<file path="src/rtl/br_cdc_fifo_pkg.sv">
// br_cdc_fifo_pkg: gray/binary conversion and count/address wrap helpers shared by the CDC FIFO cores
package br_cdc_fifo_pkg;
  localparam int MaxW = 32;
  function automatic logic [MaxW-1:0] gray2bin(input logic [MaxW-1:0] g);
    logic [MaxW-1:0] b;
    b[MaxW-1] = g[MaxW-1];
    for (int i = MaxW - 2; i >= 0; i--) b[i] = b[i+1] ^ g[i];
    return b;
  endfunction
  function automatic logic [MaxW-1:0] bin2gray(input logic [MaxW-1:0] b);
    return b ^ (b >> 1);
  endfunction
  function automatic logic [MaxW-1:0] wrap_incr(input logic [MaxW-1:0] v, input logic [MaxW-1:0] limit);
    return (v == limit - 1) ? '0 : v + 1;
  endfunction
endpackage

</file>
<file path="src/rtl/br_cdc_fifo_pop_staging.sv">
// br_cdc_fifo_pop_staging: credit-tracked staging FIFO between RAM read data and the pop interface
module br_cdc_fifo_pop_staging #(
  parameter int StagingDepth = 1,
  parameter int Width = 1
) (
  input  logic             clk,
  input  logic             rst_n,
  input  logic             clear,
  input  logic             issue,
  output logic             credit_ok,
  input  logic             wr_valid,
  input  logic [Width-1:0] wr_data,
  input  logic             pop_ready,
  output logic             pop_valid,
  output logic [Width-1:0] pop_data
);
  import br_cdc_fifo_pkg::*;
  localparam int PtrW = StagingDepth > 1 ? $clog2(StagingDepth) : 1;
  localparam int CntW = $clog2(StagingDepth + 1);
  logic [Width-1:0] mem [StagingDepth];
  logic [PtrW-1:0] head, tail;
  logic [CntW-1:0] count, inflight;
  logic beat;
  assign pop_valid = count != '0 && !clear;
  assign pop_data = mem[head];
  assign beat = pop_valid && pop_ready;
  assign credit_ok = !clear && ((32'(count) + 32'(inflight) < StagingDepth) || beat);
  always_ff @(posedge clk) begin
    if (wr_valid) mem[tail] <= wr_data;
  end
  always_ff @(posedge clk) begin
    if (!rst_n || clear) begin
      head <= '0;
      tail <= '0;
      count <= '0;
      inflight <= '0;
    end else begin
      assert (!wr_valid || issue || inflight != '0);
      assert (!wr_valid || beat || 32'(count) < StagingDepth);
      if (wr_valid) tail <= PtrW'(wrap_incr(32'(tail), StagingDepth));
      if (beat) head <= PtrW'(wrap_incr(32'(head), StagingDepth));
      count <= count + CntW'(wr_valid) - CntW'(beat);
      inflight <= inflight + CntW'(issue) - CntW'(wr_valid);
    end
  end
endmodule

</file>
<file path="src/rtl/br_cdc_fifo_pop_ctrl_core.sv">
// br_cdc_fifo_pop_ctrl_core: pop-side CDC FIFO core issuing RAM reads into a staging buffer behind ready/valid
module br_cdc_fifo_pop_ctrl_core #(
  parameter int Depth = 2,
  parameter int Width = 1,
  parameter int RamReadLatency = 0,
  parameter bit EnableAssertFinalNotValid = 1,
  localparam int AddrWidth = $clog2(Depth),
  localparam int CountWidth = $clog2(Depth + 1)
) (
  input  logic                  clk,
  input  logic                  rst_n,
  input  logic                  pop_ready,
  output logic                  pop_valid,
  output logic [Width-1:0]      pop_data,
  output logic                  empty,
  output logic                  empty_next,
  output logic [CountWidth-1:0] items,
  output logic [CountWidth-1:0] items_next,
  output logic                  ram_rd_addr_valid,
  output logic [AddrWidth-1:0]  ram_rd_addr,
  input  logic                  ram_rd_data_valid,
  input  logic [Width-1:0]      ram_rd_data,
  input  logic [CountWidth-1:0] push_count_gray,
  output logic [CountWidth-1:0] pop_count_gray,
  input  logic                  reset_active_push,
  output logic                  reset_active_pop
);
  import br_cdc_fifo_pkg::*;
  logic [CountWidth-1:0] push_gray_q, push_count, push_count_next, pop_count, pop_count_next, rd_count, ram_items;
  logic beat, issue, credit_ok, hold_q;
  logic [Width-1:0] hold_data_q;
  assign push_count = CountWidth'(gray2bin(32'(push_gray_q)));
  assign push_count_next = reset_active_push ? '0 : CountWidth'(gray2bin(32'(push_count_gray)));
  assign beat = pop_valid && pop_ready;
  assign pop_count_next = reset_active_push ? '0 : pop_count + CountWidth'(beat);
  assign items = push_count - pop_count;
  assign items_next = push_count_next - pop_count_next;
  assign empty = items == '0;
  assign empty_next = items_next == '0;
  assign ram_items = push_count - rd_count;
  assign issue = ram_items != '0 && credit_ok;
  assign ram_rd_addr_valid = issue;
  br_cdc_fifo_pop_staging #(
    .StagingDepth(RamReadLatency + 1),
    .Width(Width)
  ) u_staging (
    .clk(clk),
    .rst_n(rst_n),
    .clear(reset_active_push),
    .issue(issue),
    .credit_ok(credit_ok),
    .wr_valid(ram_rd_data_valid),
    .wr_data(ram_rd_data),
    .pop_ready(pop_ready),
    .pop_valid(pop_valid),
    .pop_data(pop_data)
  );
  always_ff @(posedge clk) begin
    if (!rst_n || reset_active_push) begin
      push_gray_q <= '0;
      pop_count <= '0;
      pop_count_gray <= '0;
      rd_count <= '0;
      ram_rd_addr <= '0;
    end else begin
      push_gray_q <= push_count_gray;
      pop_count <= pop_count_next;
      pop_count_gray <= CountWidth'(bin2gray(32'(pop_count_next)));
      if (issue) begin
        rd_count <= rd_count + CountWidth'(1);
        ram_rd_addr <= AddrWidth'(wrap_incr(32'(ram_rd_addr), Depth));
      end
    end
  end
  always_ff @(posedge clk) reset_active_pop <= !rst_n;
  always_ff @(posedge clk) begin
    hold_q <= rst_n && !reset_active_push && pop_valid && !pop_ready;
    hold_data_q <= pop_data;
    if (rst_n && !reset_active_push) begin
      assert (32'(items) <= Depth);
      assert ($countones(push_count_gray ^ push_gray_q) <= 1);
      assert (CountWidth'(push_count_next - push_count) <= CountWidth'(1));
      if (hold_q) assert (pop_valid && pop_data == hold_data_q);
    end
  end
  if (EnableAssertFinalNotValid) begin : g_final_check
    final begin
      assert (!pop_valid && empty);
    end
  end
endmodule

</file>
<file path="config.mk">
export PLATFORM = sky130hd
export DESIGN_NAME = br_cdc_fifo_pop_ctrl_core
export DESIGN_NICKNAME = d
export VERILOG_FILES = /design/src/rtl/br_cdc_fifo_pkg.sv /design/src/rtl/br_cdc_fifo_pop_staging.sv /design/src/rtl/br_cdc_fifo_pop_ctrl_core.sv
export SDC_FILE = /design/constraint.sdc
export NUM_CORES = 1
export LEC_CHECK = 0
export CORE_MARGIN = 2
export CORE_UTILIZATION = 45
export CTS_BUF_LIST = sky130_fd_sc_hd__clkbuf_4
export DETAILED_ROUTE_END_ITERATION = 16
export GPL_ROUTABILITY_DRIVEN = 0
export PLACE_DENSITY = 0.79
export SLEW_MARGIN = 5
export SYNTH_ARGS = -nofsm -noshare
export SYNTH_HDL_FRONTEND = slang
export SYNTH_SLANG_ARGS = --single-unit
</file>
<file path="constraint.sdc">
create_clock -name clk -period 1.95 [get_ports clk]
set_clock_uncertainty 0.2 [all_clocks]
set_input_delay 0.195 -clock clk [delete_from_list [all_inputs] [get_ports clk]]
set_output_delay 0.195 -clock clk [all_outputs]
set_load 0.02 [all_outputs]
</file>
==> impl_metrics.yaml <==
synthesis:
  netlist_area_um2: 616
  yosys.area_share.simple: 0.193
  synth_top_family_by_area: "XOR/XNOR gates"
  syn_inst: 69
  synth.area.top_cells: "dfxtp_1 (36%), xnor2_1 (8.5%), xor2_1 (8.5%), nor2_1 (6.1%), edfxtp_1 (4.9%)"
  async_reset_ff_frac: 0
  yosysTopAreaCell: "dfxtp_1"
  yosys.area_share.adder: 0.0407
  synth-compound-area-share: 0.0915
  ys_warn_count: 0
  avgSynthCellArea_um2: 8.92
  ys_seq_area_frac: 0.407
  netlist.area_leader.share: 0.358
  synthesis.nets: 79
  ys_ff_latch: 12
  synth_edf_count: 1
  ys.flop_type: "dfxtp_1"
  synth_xor_area_frac: 0.197
  synth_cell_types: 24
  post_synth_mux_area_share: 0.0224
worst_setup_path:
  crit_type: "flop to output pin"
  critPathArrivalTime_ns: 1.51
  start_kind: "flop"
  reg2reg_to: "rd_count[1]"
  r2r_start: "u_staging.count"
  r2r_cells: 6
  r2r_slack_ns: 0.09
  worstPathRequired_ns: 1.55
  crit_path_start: "pop_count[0]"
  critPathCaptureType: "output pin"
  cp_max_fo: 3
sta:
  rsz0062_at_grt: "yes"
  fin_crit_ns: 1.91
  fmax_ghz: 0.525
  worst_hold_slack_ns: 0.0478
  maxSlewViolCount: 0
  min_period_over_period: 0.977
  hold_viol: 0
  setup_slack_ns: 0.0442
  final-setup-viol-count: 0
  relSlewSlack: 0.809
  worst_pin_slew_ns: 0.286
pwr:
  p_switching_mw: 0.158
  comb_power_share: 0.237
  peakVddDrop_uv: 394
  swShare: 0.274
  power.density_nw_per_um2: 600
  p_int_mw: 0.419
  p_leak_nw: 0.444
  seqPwrFrac: 0.455
  p_clk_frac: 0.308
clocking:
  htreeDepth: 1
  clkSlewWorstSetupHoldPaths_ns: 0.09
  root_buffer: "clkbuf_4"
  cts_tree: "built"
  cts_made_buffers: 3
  cts_buffer_depth: 2
  cts_sinks: 12
  cts_hold_buf: 0
  worstSkewPairLatency_ns: 0.27
floorplanning:
  num_rows: 13
  die_w_um: 41.0
  num_io_pins: 21
  core_um2: 1280
  initial_core_util: 0.479
  die-area_um2: 1680
  fp.dieH_um: 41.0
drt:
  postRouteWirelength_um: 1380
  drtIter0Drc: 10
  drc: 0
  ant_nets: 0
  wl_per_cell_um: 11.6
  drt_pre_antenna_iters: 4
  num_vias: 586
  vias_per_cell: 4.92
placement:
  placed_area_um2: 913
  dpl.cell_count: 114
  hpwlAfterDp_um: 1010
  port_buffers: 20
  pre_cts_ws_ns: -0.447
global_route:
  grt_max_degree: 9
  grt_pass1_wl_um: 2200
  grt_use_met2: 0.383
  grt_pass1_vias: 529
  use_met1: 0.225
  use_met3: 0.0489
  top_usage_layer: "met2"
  gr-total-overflow: 0
  grt_antenna_before_repair: 0
  grt.total_usage: 0.208
min_path:
  hp-start: "push_count_gray[1]"
  hold_class: "primary input to flop"
  hold_end: "push_gray_q[1]"
  hold_path_depth: 2
layout:
  fillers: 95
  fin_area_um2: 963
  finish.utilization: 0.750
  drive_gt1_frac: 0.317
  nets: 115
  n_antenna_cell: 0
  layout.cells.non_filler: 119
  syn_to_final_growth_pct: 56.5
status:
  outcome: "completed"
run:
  drv_cap: 0
==> critical path: stages (launching register included) <==
cell and delay (ns):
dfxtp_2 0.35, buf_4 0.14, ha_2 0.19, xnor2_2 0.20, xnor2_2 0.15, nor2_1 0.06, buf_4 0.15
==> cell usage after synthesis, types with 2 or more instances <==
cell,count
dfxtp_1,11
nand2_1,2
and2_1,2
xnor2_1,6
o21ai_0,3
inv_1,5
ha_1,2
a21oi_1,5
nor2_1,10
or3_1,3
nand2b_1,2
xor2_1,6
==> what timing repair did <==
action / 4_1_cts / 5_1_grt
resized for setup: 29 / 11
setup endpoints to repair: 7 / 7
buffers inserted: 1 / 0
pin swaps: 0 / 5
==> how the worst max path moves through the flow <==
stage,slack [ns],end,depth (start not counted)
6_report,0.04,empty,6
5_1_grt,-0.06,empty,6
4_1_cts,0.02,empty,6
3_5_place_dp,-0.45,empty_next,8
3_3_place_gp,-0.45,empty_next,8
2_1_floorplan,0.15,empty,5
==> area by class of cell <==
type	instances	area, um^2	share of cell area
clock buffers	4	30.0	0.0312
inverters	5	18.8	0.0195
multi-input cells	50	363	0.377
flip-flops and latches	12	253	0.262
well taps	15	18.8	0.0195
repair buffers	33	280	0.291
==> flip-flops by register name, summed over array words and instances (netlist names) <==
name / count
pop_count_gray: 2
push_gray_q: 2
rd_count: 2
pop_count: 1
ram_rd_addr: 1
reset_active_pop: 1
u_staging.count: 1
u_staging.inflight: 1
u_staging.mem: 1
==> placed cells by master (no fill, tap or decap), drive strengths merged, types with 2 or more instances in the layout <==
master         synthesis  routed
xnor2                  7       7
or3                    3       3
o21ai                  3       3
clkdlybuf4s50          0      10
buf                    1      19
dlymetal6s2s           0       2
nor2                  10      10
xor2                   6       6
nand2b                 2       2
nand2                  2       2
and2                   2       2
clkbuf                 1       4
inv                    5       5
a21oi                  5       5
dlygate4sd2            0       2
dfxtp                 11      11
ha                     2       2
==> through the flow <==
| step | TNS [ns] | total power [mW] |
|---|---|---|
| after floorplan | 0 | 0.337 |
| after global placement | -1.92 | 0.407 |
| after detailed placement | -2.27 | 0.410 |
| after CTS | 0 | 0.574 |
| after global routing | -0.0561 | 0.606 |
| final | 0 | 0.578 |
==> metal layers <==
metal,up-vias,routed length (um),share of wire
met1,273,579,0.42
met4,0,13,0.0095
li1,293,-,-
met2,18,720,0.52
met3,2,61,0.044
met5,-,0,0
==> power by group through the flow <==
stage                     clock network (mW)  registers [mW]  logic, mW
after CTS                              0.177           0.262      0.135
final                                  0.178           0.263      0.137
after detailed placement                   0           0.268      0.142
after global routing                   0.193           0.264      0.149
after global placement                     0           0.268      0.139
after floorplan                            0           0.273     0.0639
==> kinds of logic (layout without fill, tap and decap cells) <==
| logic type | after synthesis | count (layout) |
|---|---|---|
| flops | 12 | 12 |
| fa+ha+maj | 2 | 2 |
| mux | 1 | 1 |
| buf+inv | 7 | 42 |
| simple gates | 24 | 24 |
| xor+xnor | 13 | 13 |
| compound gates | 10 | 10 |
Note: power is estimated with default switching activity, not from simulation.
